## src/rtl/mem_arbiter.sv

```systemverilog
// Shares one single-port memory bus between the CPU and a host/loader port.
// The host is granted only at instruction boundaries, for bursts of at most MAX_BURST accesses.
module mem_arbiter #(
  parameter int ADDR_W    = 16,
  parameter int DATA_W    = 32,
  parameter int MAX_BURST = 4
) (
  input  logic              clock,
  input  logic              reset,
  input  logic [ADDR_W-1:0] cpu_address,
  input  logic              cpu_we,
  input  logic [DATA_W-1:0] cpu_wdata,
  output logic [DATA_W-1:0] cpu_rdata,
  output logic              cpu_stall,
  input  logic              host_req,
  input  logic              host_we,
  input  logic [ADDR_W-1:0] host_address,
  input  logic [DATA_W-1:0] host_wdata,
  output logic [DATA_W-1:0] host_rdata,
  output logic              host_ack,
  output logic [ADDR_W-1:0] mem_address,
  output logic              mem_we,
  output logic [DATA_W-1:0] mem_wdata,
  input  logic [DATA_W-1:0] mem_rdata
);

  localparam int CNT_W = (MAX_BURST > 1) ? $clog2(MAX_BURST) : 1;
  localparam logic [CNT_W-1:0] CNT_LAST = CNT_W'(MAX_BURST - 1);

  typedef enum logic {
    RUN  = 1'b0,
    HOST = 1'b1
  } state_t;

  state_t           state;
  logic             phase;
  logic [CNT_W-1:0] cnt;
  logic             host_owns;

  // phase mirrors the CPU's fetch/execute alternation; it freezes while the CPU is stalled
  always_ff @(posedge clock or negedge reset) begin
    if (!reset) begin
      state <= RUN;
      phase <= 1'b0;
      cnt   <= '0;
    end else begin
      case (state)
        RUN: begin
          if (phase && host_req) begin
            state <= HOST;
            phase <= 1'b0;
            cnt   <= '0;
          end else begin
            phase <= ~phase;
          end
        end
        HOST: begin
          if (host_req && (cnt != CNT_LAST)) begin
            cnt <= cnt + CNT_W'(1);
          end else begin
            state <= RUN;
            cnt   <= '0;
          end
        end
        default: begin
          state <= RUN;
          phase <= 1'b0;
          cnt   <= '0;
        end
      endcase
    end
  end

  assign host_owns = (state == HOST);

  // An idle HOST cycle (no request) must not write memory even if host_we is left high
  assign cpu_stall   = host_owns;
  assign host_ack    = host_owns & host_req;
  assign mem_address = host_owns ? host_address : cpu_address;
  assign mem_wdata   = host_owns ? host_wdata : cpu_wdata;
  assign mem_we      = host_owns ? (host_req & host_we) : cpu_we;

  assign cpu_rdata  = mem_rdata;
  assign host_rdata = mem_rdata;

endmodule

```

## config.mk

```make
export PLATFORM = sky130hd
export DESIGN_NAME = mem_arbiter
export DESIGN_NICKNAME = d
export VERILOG_FILES = /design/src/rtl/mem_arbiter.sv
export SDC_FILE = /design/constraint.sdc
export NUM_CORES = 1
export LEC_CHECK = 0
export BUFFER_PORTS_ARGS = -buffer_cell sky130_fd_sc_hd__buf_2
export CAP_MARGIN = 20
export CORE_AREA = 4 4 94 96
export CTS_BUF_LIST = sky130_fd_sc_hd__clkbuf_16
export CTS_CLUSTER_SIZE = 20
export DETAILED_ROUTE_END_ITERATION = 8
export DIE_AREA = 0 0 98 100
export PLACE_DENSITY = 0.69
export SYNTH_ARGS = -nofsm -noshare
export SYNTH_HDL_FRONTEND = slang
export SYNTH_SLANG_ARGS = --single-unit
```

## constraint.sdc

```tcl
create_clock -name clock -period 1.1 [get_ports clock]
set_input_delay 0.11 -clock clock [delete_from_list [all_inputs] [get_ports clock]]
set_output_delay 0.11 -clock clock [all_outputs]
set_load 0.02 [all_outputs]
```

==> flow_metrics.py <==
metrics = {
    "setup_path": {
        "critical_path.endpoint_type": "output pin",
        "rr_startpoint": "cpu_stall$_DFF_PN0_",
        "path_buf_inv": 2,
        "crit_chain": "buf_12 > mux2_4 > buf_2",
        "crit_start": "cpu_stall$_DFF_PN0_",
        "crit_type": "reg -> out",
        "reg2reg_slack_ns": -0.19,
        "path_max_fanout": 20,
        "required_ns": 0.99,
        "start_kind": "register",
        "cp_slowest_cell": "dfrtp_4",
        "critical_path.max_stage_delay_ns": 0.52,
        "worstPathArrival_ns": 1.41,
        "cpLargestDelayFamily": "flip-flops",
    },
    "synthesis": {
        "syn_nets": 269,
        "synth.most_common_cell": "buf_4",
        "synthFlopType": "dfrtp_1",
        "ys_top_cells_by_area": "mux2_4 (48%), buf_4 (32%), buf_12 (6.6%), dfrtp_1 (6.6%), ha_1 (0.83%)",
        "netlist_instances": 135,
        "async_flop_share_pct": 100,
        "synthTopCellsByCount": "buf_4 (64), mux2_4 (48), buf_12 (5), dfrtp_1 (4)",
        "yosysTopAreaCellShare_pct": 47.6,
        "synth_edf_count": 0,
        "synth_seq_cells": 4,
        "ys_types": 18,
        "synth-seq-area-share_pct": 6.62,
        "syn_avg_cell_area_um2": 11.2,
        "yosys_warnings": 0,
        "syn_area_mm2": 0.00151,
        "synth_area_leader_cell": "mux2_4",
    },
    "timing": {
        "setup_violations": 54,
        "fin_crit_ns": 1.52,
        "finalSetupTns_ns": -20.35,
        "fin_ws_ns": -0.417,
        "hold_violations": 0,
        "relSlewSlack_pct": 89.5,
        "rsz0062_at_grt": "true",
        "drv_slew": 0,
        "fmax_mhz": 659,
        "period_share_pct": 138,
        "fin_skew_ns": 0.00622,
        "worst_pin_slew_ns": 0.157,
    },
    "global_routing": {
        "grt_first_pass_wirelength_um": 6530,
        "antenna_found_initial": 0,
        "gr-total-overflow": 0,
        "grt_max_degree": 21,
        "track_usage_pct": 7.96,
        "grt_pass1_vias": 1346,
    },
    "clock_network": {
        "numCtsBuffers": 3,
        "insertion_delay_ns": 0.23,
        "cts_tree": "done",
        "clk_root_buffer_cell": "clkbuf_16",
        "clock_sinks": 4,
        "clock_path_buffers": 2,
        "path_clk_slew_ns": 0.03,
        "htreeDepth": 1,
    },
    "hold_path": {
        "hp-start": "host_req",
        "hold_path.class": "in -> reg",
    },
    "floorplan": {
        "die_w_um": 98,
        "rows": 33,
        "die-area_mm2": 0.00980,
        "coreArea_mm2": 0.00805,
        "chipHeight_um": 100,
        "ioPinCount": 248,
        "initial_core_util_pct": 18.8,
    },
    "job": {
        "cap_violations": 0,
    },
    "power_and_ir_drop": {
        "power.leakage_uw": 0.00122,
        "powerDensity_mw_per_mm2": 1790,
        "ir_drop_v": 0.000820,
        "p_total_uw": 3870,
    },
    "place": {
        "port_buffers": 151,
        "dp_slack_ns": -0.252,
        "gp_congestion": 0.802,
        "place_inst": 328,
        "hpwl_um": 3790,
    },
    "route": {
        "drc": 0,
        "drt_pre_antenna_iters": 4,
        "drt-initial-drc-count": 14,
        "wl_um": 4470,
        "vias_per_cell": 3.70,
        "antenna_left": 0,
        "detail_route.wl_per_cell_um": 13.3,
        "vias": 1243,
    },
    "run_status": {
        "violations": "negative setup slack",
        "outcome": "complete, but fails checks",
    },
    "cells_and_area": {
        "nNetsFinal": 366,
        "drive_gt1_share_pct": 93.9,
        "utilization_pct": 26.9,
        "diodes": 0,
        "area_growth_pct": 43.0,
        "n_fill_cell": 871,
        "instances_no_fill": 336,
    },
}
==> kinds of logic (layout without fill, tap and decap cells) <==
group           count (synthesis)  after routing  synth area share (%)
compound gates                  4              4                  2.32
xor+xnor                        1              1                 0.579
fa+ha+maj                       1              1                 0.827
buf+inv                        71            167                  39.5
flops                           4              4                  6.62
mux                            48             48                  47.6
simple gates                    6              6                  2.48
==> metal layers <==
layer	track usage [%]	vias to the layer above	wire, um	share of wire (%)
met1	7.94	551	1410	31
met2	14.5	104	2370	53
met5	0	-	0	0
met3	4.66	2	683	15
met4	1.49	0	12	0.27
li1	-	586	-	-
==> where the power goes <==
| group | internal, uW | switching [uW] |
|---|---|---|
| sequential | 219 | 78.0 |
| combinational | 1670 | 1330 |
| clock | 470 | 110 |
| total | 2360 | 1510 |
==> what timing repair did <==
action / 4_1_cts / 5_1_grt
hold buffers: 1 / 0
resized for setup: 24 / 24
endpoints found under the hold margin: 4 / 0
setup endpoints to repair: 54 / 55
setup buffers: 2 / 2
pin swaps: 1 / 1
==> final timing paths <==
check	depth (start not counted)	endpoint
setup / recovery	3	mem_wdata[22]
setup reg to reg	4	cnt[1]$_DFFE_PN0P_
hold / removal	2	cpu_stall$_DFF_PN0_
min in group asynchronous	2	cnt[0]$_DFFE_PN0P_
max in group asynchronous	2	cpu_stall$_DFF_PN0_
hold reg to reg	1	cnt[1]$_DFFE_PN0P_
==> worst register-to-register path: stages, from the launching register on <==
cell,delay (ns)
dfrtp_4,0.52
buf_4,0.16
buf_6,0.13
and4b_1,0.18
a31o_1,0.18
==> through the flow <==
step / hold WS [ns] / instance area (um^2)
final: 0.167 / 2160
after global routing: 0.177 / 2160
after CTS: 0.164 / 2080
after detailed placement: -0.0733 / 1900
after global placement: -0.0775 / 1900
after floorplan: -0.186 / 1530
==> flip-flops by register name, summed over array words and instances, names as in the netlist <==
| signal | count |
|---|---|
| cnt | 2 |
| cpu_stall | 1 |
| phase | 1 |
==> area by class of cell <==
type / instances / area, um^2 / area share (%)
timing repair buffer: 162 / 1010 / 46.7
sequential: 4 / 104 / 4.80
clock inverter: 1 / 3.75 / 0.174
inverter: 1 / 6.26 / 0.289
tap: 105 / 131 / 6.07
clock buffer: 3 / 75.1 / 3.47
multi-input combinational: 60 / 833 / 38.5
==> cells in the final DEF, fill, tap and decap left out, types with 2 or more instances in the layout <==
| cell type | Yosys | routed |
|---|---|---|
| buf_12 | 5 | 2 |
| buf_2 | 0 | 128 |
| clkbuf_16 | 0 | 3 |
| mux2_4 | 48 | 48 |
| buf_6 | 1 | 23 |
| buf_4 | 64 | 8 |
| dfrtp_1 | 4 | 3 |
(Power assumes the default switching activity.)
